`src/rtl/cpu_ctrl_pkg.sv`:
```
// Shared definitions for the ALU sequencer of the accumulator CPU:
// opcode encodings, control-word bit positions, FSM state encoding and a
// helper mapping an opcode to the ALU operation bit it drives.
package cpu_ctrl_pkg;

  // Opcode encodings (0x0C..0x1F are illegal)
  localparam int unsigned OP_NOP  = 32'h00;
  localparam int unsigned OP_ADD  = 32'h01;
  localparam int unsigned OP_SUB  = 32'h02;
  localparam int unsigned OP_AND  = 32'h03;
  localparam int unsigned OP_OR   = 32'h04;
  localparam int unsigned OP_NOT  = 32'h05;
  localparam int unsigned OP_SHL  = 32'h06;
  localparam int unsigned OP_SHR  = 32'h07;
  localparam int unsigned OP_ASHL = 32'h08;
  localparam int unsigned OP_ASHR = 32'h09;
  localparam int unsigned OP_MPY  = 32'h0A;
  localparam int unsigned OP_CLR  = 32'h0B;

  // Control word bit positions
  localparam int CB_ACC_LD = 10;
  localparam int CB_MR_LD  = 11;
  localparam int CB_BR_LD  = 12;
  localparam int CB_CLR    = 21;
  localparam int CB_ADD    = 22;
  localparam int CB_SUB    = 23;
  localparam int CB_AND    = 24;
  localparam int CB_OR     = 25;
  localparam int CB_NOT    = 26;
  localparam int CB_SHL    = 27;
  localparam int CB_SHR    = 28;
  localparam int CB_MPY    = 29;
  localparam int CB_ASHL   = 30;
  localparam int CB_ASHR   = 31;

  localparam int CS_W = 32;

  typedef enum logic [2:0] {
    S_IDLE = 3'd0,
    S_LOAD = 3'd1,
    S_EXEC = 3'd2,
    S_WB   = 3'd3,
    S_DONE = 3'd4
  } state_e;

  // ALU bit index driven during EXEC; 0 means "no ALU operation"
  // (bit 0 is never an ALU bit, so it doubles as the NOP/illegal marker).
  function automatic logic [4:0] alu_bit_of(input int unsigned op);
    case (op)
      OP_ADD:  alu_bit_of = 5'(CB_ADD);
      OP_SUB:  alu_bit_of = 5'(CB_SUB);
      OP_AND:  alu_bit_of = 5'(CB_AND);
      OP_OR:   alu_bit_of = 5'(CB_OR);
      OP_NOT:  alu_bit_of = 5'(CB_NOT);
      OP_SHL:  alu_bit_of = 5'(CB_SHL);
      OP_SHR:  alu_bit_of = 5'(CB_SHR);
      OP_ASHL: alu_bit_of = 5'(CB_ASHL);
      OP_ASHR: alu_bit_of = 5'(CB_ASHR);
      OP_MPY:  alu_bit_of = 5'(CB_MPY);
      OP_CLR:  alu_bit_of = 5'(CB_CLR);
      default: alu_bit_of = 5'd0;
    endcase
  endfunction

endpackage

```
`src/rtl/alu_op_decode.sv`:
```
// Combinational opcode decoder.
//   opcode   in   OP_W  ALU opcode
//   alu_bit  out  5     control-word bit of the ALU op (0 = none)
//   needs_br out  1     two-operand op: BR must be loaded first
//   is_shift out  1     single-bit shift repeated shamt times
//   is_mpy   out  1     multiply: writeback also loads MR
//   illegal  out  1     unknown opcode
module alu_op_decode
  import cpu_ctrl_pkg::*;
#(
  parameter int OP_W = 5
) (
  input  logic [OP_W-1:0] opcode,
  output logic [4:0]      alu_bit,
  output logic            needs_br,
  output logic            is_shift,
  output logic            is_mpy,
  output logic            illegal
);

  int unsigned op_ext;

  always_comb begin
    op_ext   = 32'(opcode);
    alu_bit  = alu_bit_of(op_ext);
    needs_br = (op_ext == OP_ADD) || (op_ext == OP_SUB) || (op_ext == OP_AND) ||
               (op_ext == OP_OR)  || (op_ext == OP_MPY);
    is_shift = (op_ext == OP_SHL) || (op_ext == OP_SHR) ||
               (op_ext == OP_ASHL) || (op_ext == OP_ASHR);
    is_mpy   = (op_ext == OP_MPY);
    illegal  = (op_ext > OP_CLR);
  end

endmodule

```
`src/rtl/alu_sequencer.sv`:
```
// Multi-cycle ALU controller. Accepts one instruction via valid/ready and
// steps IDLE -> [LOAD] -> EXEC -> WB (-> EXEC ... for shifts) -> DONE,
// driving a registered 32-bit control word to the ALU/ACC/BR/MR slice.
//   clk, rst        clock, async active-high reset
//   instr_valid/_ready  handshake; accept when both high at a rising edge
//   opcode, shamt   instruction fields, latched at accept
//   flush           synchronous abort back to IDLE (no done)
//   control_signal  registered control word
//   done, illegal   one-cycle completion pulse / unknown-opcode flag
module alu_sequencer
  import cpu_ctrl_pkg::*;
#(
  parameter int EXEC_CYCLES = 2,
  parameter int OP_W        = 5,
  parameter int SHAMT_W     = 4
) (
  input  logic               clk,
  input  logic               rst,
  input  logic               instr_valid,
  output logic               instr_ready,
  input  logic [OP_W-1:0]    opcode,
  input  logic [SHAMT_W-1:0] shamt,
  input  logic               flush,
  output logic [31:0]        control_signal,
  output logic               done,
  output logic               illegal
);

  state_e             state_q, state_d;
  logic [OP_W-1:0]    op_q, op_d;
  logic [SHAMT_W-1:0] rep_q, rep_d;
  logic [2:0]         cyc_q, cyc_d;
  logic               ill_q, ill_d;
  logic [31:0]        cs_q, cs_d;
  logic               done_q, done_d;
  logic               illegal_q, illegal_d;

  // Decode the live opcode while idle (to pick the first state) and the
  // latched one afterwards; one decoder serves both.
  logic [OP_W-1:0] dec_op;
  logic [4:0]      dec_bit;
  logic            dec_br, dec_shift, dec_mpy, dec_ill;

  assign dec_op = (state_q == S_IDLE) ? opcode : op_q;

  alu_op_decode #(.OP_W(OP_W)) u_dec (
    .opcode   (dec_op),
    .alu_bit  (dec_bit),
    .needs_br (dec_br),
    .is_shift (dec_shift),
    .is_mpy   (dec_mpy),
    .illegal  (dec_ill)
  );

  // State and output registers
  always_ff @(posedge clk or posedge rst) begin
    if (rst) begin
      state_q   <= S_IDLE;
      op_q      <= '0;
      rep_q     <= '0;
      cyc_q     <= '0;
      ill_q     <= 1'b0;
      cs_q      <= '0;
      done_q    <= 1'b0;
      illegal_q <= 1'b0;
    end else begin
      state_q   <= state_d;
      op_q      <= op_d;
      rep_q     <= rep_d;
      cyc_q     <= cyc_d;
      ill_q     <= ill_d;
      cs_q      <= cs_d;
      done_q    <= done_d;
      illegal_q <= illegal_d;
    end
  end

  // Next-state logic
  always_comb begin
    state_d = state_q;
    op_d    = op_q;
    rep_d   = rep_q;
    cyc_d   = cyc_q;
    ill_d   = ill_q;
    if (flush) begin
      // Flush wins over everything, including an accept in IDLE.
      state_d = S_IDLE;
      rep_d   = '0;
      cyc_d   = '0;
      ill_d   = 1'b0;
    end else begin
      case (state_q)
        S_IDLE: begin
          if (instr_valid) begin
            op_d  = opcode;
            rep_d = shamt;
            cyc_d = '0;
            ill_d = dec_ill;
            if (dec_ill || (dec_bit == 5'd0) || (dec_shift && (shamt == '0)))
              state_d = S_DONE;
            else if (dec_br)
              state_d = S_LOAD;
            else
              state_d = S_EXEC;
          end
        end
        S_LOAD: begin
          state_d = S_EXEC;
          cyc_d   = '0;
        end
        S_EXEC: begin
          if (cyc_q == 3'(EXEC_CYCLES - 1)) begin
            state_d = S_WB;
            cyc_d   = '0;
          end else begin
            cyc_d = cyc_q + 3'd1;
          end
        end
        S_WB: begin
          if (dec_shift) begin
            // rep_cnt counts remaining passes including this one; it
            // saturates at zero rather than wrapping.
            if (rep_q != '0) rep_d = rep_q - SHAMT_W'(1);
            state_d = (rep_q > SHAMT_W'(1)) ? S_EXEC : S_DONE;
          end else begin
            state_d = S_DONE;
          end
        end
        S_DONE: begin
          state_d = S_IDLE;
          ill_d   = 1'b0;
        end
        default: state_d = S_IDLE;
      endcase
    end
  end

  // Output logic: the control word is registered from the *next* state so
  // it lines up with the state it belongs to.
  always_comb begin
    cs_d      = '0;
    done_d    = 1'b0;
    illegal_d = 1'b0;
    case (state_d)
      S_LOAD: cs_d[CB_BR_LD] = 1'b1;
      S_EXEC: cs_d[dec_bit]  = 1'b1;
      S_WB: begin
        cs_d[CB_ACC_LD] = 1'b1;
        cs_d[CB_MR_LD]  = dec_mpy;
      end
      S_DONE: begin
        done_d    = 1'b1;
        illegal_d = ill_d;
      end
      default: ;
    endcase
  end

  assign instr_ready    = (state_q == S_IDLE);
  assign control_signal = cs_q;
  // A flush seen during the DONE cycle itself must still cancel the pulse,
  // so the registered pulse is masked by the live flush.
  assign done           = done_q & ~flush;
  assign illegal        = illegal_q & ~flush;

endmodule
```
`config.mk`:
```
export PLATFORM = sky130hd
export DESIGN_NAME = alu_sequencer
export DESIGN_NICKNAME = d
export VERILOG_FILES = /design/src/rtl/cpu_ctrl_pkg.sv /design/src/rtl/alu_op_decode.sv /design/src/rtl/alu_sequencer.sv
export SDC_FILE = /design/constraint.sdc
export NUM_CORES = 1
export LEC_CHECK = 0
export CORE_UTILIZATION = 47
export DETAILED_ROUTE_END_ITERATION = 16
export GPL_ROUTABILITY_DRIVEN = 0
export PLACE_DENSITY = 0.76
export SLEW_MARGIN = 20
export SYNTH_ARGS = -nofsm -noshare
export SYNTH_HDL_FRONTEND = slang
export SYNTH_HIERARCHICAL = 1
export SYNTH_SLANG_ARGS = --single-unit
```
`constraint.sdc`:
```
create_clock -name clk -period 3 [get_ports clk]
set_input_delay 0.75 -clock clk [delete_from_list [all_inputs] [get_ports clk]]
set_output_delay 0.75 -clock clk [all_outputs]
set_load 0.02 [all_outputs]
```
==> impl_summary.md <==
STA
The highest achievable clock rate is 0.326 GHz. At the pin with the least slew margin, the transition time is 0.641 ns. Setup violations remaining at the end of the flow were counted as 30. After routing, the total negative slack on setup checks comes to -1.16 ns. The number of endpoints with negative hold slack in the final report is 0.

The worst slew margin relative to its limit is 57.3%. Setup repair after global routing could not meet its margin everywhere. After layout, the worst setup slack is -0.0641 ns. The final cycle utilization of the critical path is 102%. The post-route minimum period is 3.06 ns. The hold slack is 0.514 ns. Clock skew on the completed layout was measured at 0.00797 ns. The number of slew-limit violations in the final report came to 0.

Die
The top-level port count is 48. The floorplan step set the die width to 75.8 µm. The core region is 5170 µm². The floorplan die height is 75.8 µm. The initial utilization of the core area, before any placement, comes to 49.4%. The area of the die is 5740 µm². In this run the core area contains 26 standard-cell rows.

CTS
The CTS H-tree depth is 2. The clock transition time at the flip-flop clock pins of the worst setup and hold paths is 0.10 ns. The clock reaches the later pin of the worst-skew pair after 0.31 ns.

TritonCTS built the clock tree. No sink is reached through more buffers than the 2 on the longest clock path. The total number of clock tree sinks is 50. The tree is rooted in a clkbuf_8.

Buffers inserted during clock tree synthesis total 5.

Run status
The final reports fail on setup timing. The flow ran to the end, but the final reports show violations.

Synth
The most repeated cell in the gate-level netlist after synthesis is dfrtp_1. The number of distinct library cell variants in the gate-level netlist after synthesis is 51. The top cell type by area accounts for 48.9% of the synthesized area.

A synthesized cell averages 10.6 µm². After synthesis, the cell types taking the most area are dfrtp_1 49%, nor4_1 6.8%, mux2_2 4.4%. The netlist area before placement is 2560 µm². The post-synthesis net count is 262. Ranked by instance count, the synthesized netlist is headed by 50 x dfrtp_1, 28 x nor4_1, 18 x a21oi_1.

The largest total area in the synthesized netlist belongs to dfrtp_1. The count of mapped cells out of synthesis is 242. Yosys mapped a number of flops with a built-in enable equal to 0. The share of synthesized flip-flops with an asynchronous set or reset is 100%.

During synthesis, Yosys emitted a total of 6 warnings. The most used flip-flop cell after synthesis is dfrtp_1. The flip-flop and latch count after synthesis is 50. The share of the yosys chip area belonging to registers is 48.9%.

GRT
For this run the aggregate overflow at the end of global routing stands at 0. The global-route wire length before repair is 9100 µm. The global-route total usage across every layer is 21.5%. The number of antenna violations at the first check in global routing came to 0.

The maximum number of pins on one net before global-route repair is 51. The via count of the first global-routing pass is 1938.

Final layout
Compared with the post-synthesis result, the final layout area differs by 44.9%. The filler cells instantiated in the layout total 353. The share of layout cells above drive strength 1 is 30.6%. The number of standard cells in the final layout excluding fillers is 390. The post-layout net count is 339.

In the final layout, flip-flops and latches occupy 1250 µm². Once layout is done, the placed cells without fillers occupy 3710 µm². In the final layout, the multi-input gates occupy 1380 µm². The repair_antennas step left the layout with diodes totalling 0.

Job
Across the run, the number of max-cap violations was 0.

Setup path
The arrival time reported for the critical path endpoint is 3.25 ns. Along the worst path, the maximum fanout reaches 9. STA puts the critical path data required time at 3.18 ns.

The minimum setup slack among reg-to-reg paths is -0.06 ns. The startpoint type of the worst setup path is a flop. The category of the most critical setup path is reg -> reg. The kind of capture point of the worst setup path is a flop.

Worst hold path
In this run the worst hold path is classified as reg -> reg.

Detailed routing
The routed length per instance is 15.5 µm. The number of DRC violations after detailed-routing iteration 0 is 111. The detail route stage leaves a number of antenna-violating nets equal to 0. The total length of routed wires is 6030 µm.

Across all layers, the routed design uses 2173 vias. The average via count per standard cell is 5.57. The number of iterations in the first detailed-routing pass is 4. The count of unresolved DRC violations after routing is 0.

Place
Detailed placement ended at an HPWL of 4030 µm. The post-place instance area is 3410 µm². The number of buffer cells added on primary ports is 47. The instance count after placement with tap cells included is 378. The placement-stage worst setup slack is -0.397 ns.

Power and ir drop
VDD sags by at most 0.622 mV. Power spread over the standard cell area amounts to 885 nW/µm². The reported leakage power is 0.00157 µW.
-- layout make-up --
cell class	count	share of cell area [%]
Timing Repair Buffer	88	23.2
Clock buffer	5	1.86
Inverter	7	0.844
Sequential cell	50	33.8
Clock inverter	3	0.675
Tap cell	70	2.36
Multi-Input combinational cell	167	37.3
-- through the flow --
step	power (µW)	util (%)
6_report	3280	71.6
5_1_grt	3460	71.6
4_1_cts	3000	68.4
3_5_place_dp	2550	66.0
3_3_place_gp	2530	66.0
2_1_floorplan	2010	-
-- cells in the final DEF, fill, tap and decap left out, drive strengths merged, types with 4 or more instances in the layout --
cell and instances:
clkdlybuf4s50 45, nand3b 7, nor2 13, mux2 10, clkbuf 7, or3 5, inv 8, buf 39
o21ai 8, nor3 4, nand2b 4, nand3 4, a21oi 18, nor2b 4, nand2 10, ha 7
dfrtp 50, nor4 30, a21o 4
-- power breakdown --
part	internal (µW)	total [µW]	switching, µW
Sequential	751	800	48.5
Combinational	1010	2070	1060
Clock	169	412	243
Total	1930	3280	1350
-- state kept, by name, summed over array words and instances (netlist names) --
register	flops
control_signal	32
cyc_q	3
done_q	1
ill_q	1
illegal_q	1
op_q	5
rep_q	4
state_q	3
-- timing repair --
item / CTS / global route
cloned: 0 / 2
hold buffers: 0 / 0
endpoints found under the setup margin: 8 / 36
pin swaps: 0 / 7
resized for setup: 5 / 20
setup buffers: 0 / 2
-- path summary, 6_finish.rpt --
check | startpoint | end | cells after the start
worst max-delay path | state_q[2]$_DFF_PP0_ | control_signal[14]$_DFF_PP0_ | 13
worst min-delay path | cyc_q[2]$_DFFE_PP0P_ | cyc_q[2]$_DFFE_PP0P_ | 1
worst max register to register | state_q[2]$_DFF_PP0_ | control_signal[14]$_DFF_PP0_ | 13
worst min register to register | cyc_q[2]$_DFFE_PP0P_ | cyc_q[2]$_DFFE_PP0P_ | 1
max in group asynchronous | rst | control_signal[11]$_DFF_PP0_ | 3
min in group asynchronous | rst | control_signal[31]$_DFF_PP0_ | 3
-- cells by family after synthesis --
kind of cell    count (synthesis)  synth area share [%]
simple gates                  103                  25.3
flops                          50                  48.9
compound gates                 47                  12.3
buf+inv                        25                  5.58
mux                            10                  4.40
fa+ha+maj                       7                  3.42
-- critical path: stages, from the launching register on --
cell and delay, ns:
dfrtp_1 0.43, nor3_4 0.21, buf_12 0.14, buf_4 0.10
mux2_4 0.30, and2b_2 0.23, o21ai_1 0.08, a21oi_2 0.14
or4b_4 0.47, or2_4 0.29, nand2_4 0.07, o32a_4 0.25
clkbuf_16 0.18, nor4_1 0.05
-- layer usage --
metal	vias up	GRT usage, %	wire length (µm)
met3	9	4.10	250
met5	-	0	0
met2	72	35.4	3060
li1	1040	-	-
met4	0	7.41	89
met1	1052	28.6	2630
No activity file was read; power rests on OpenSTA's default activity.
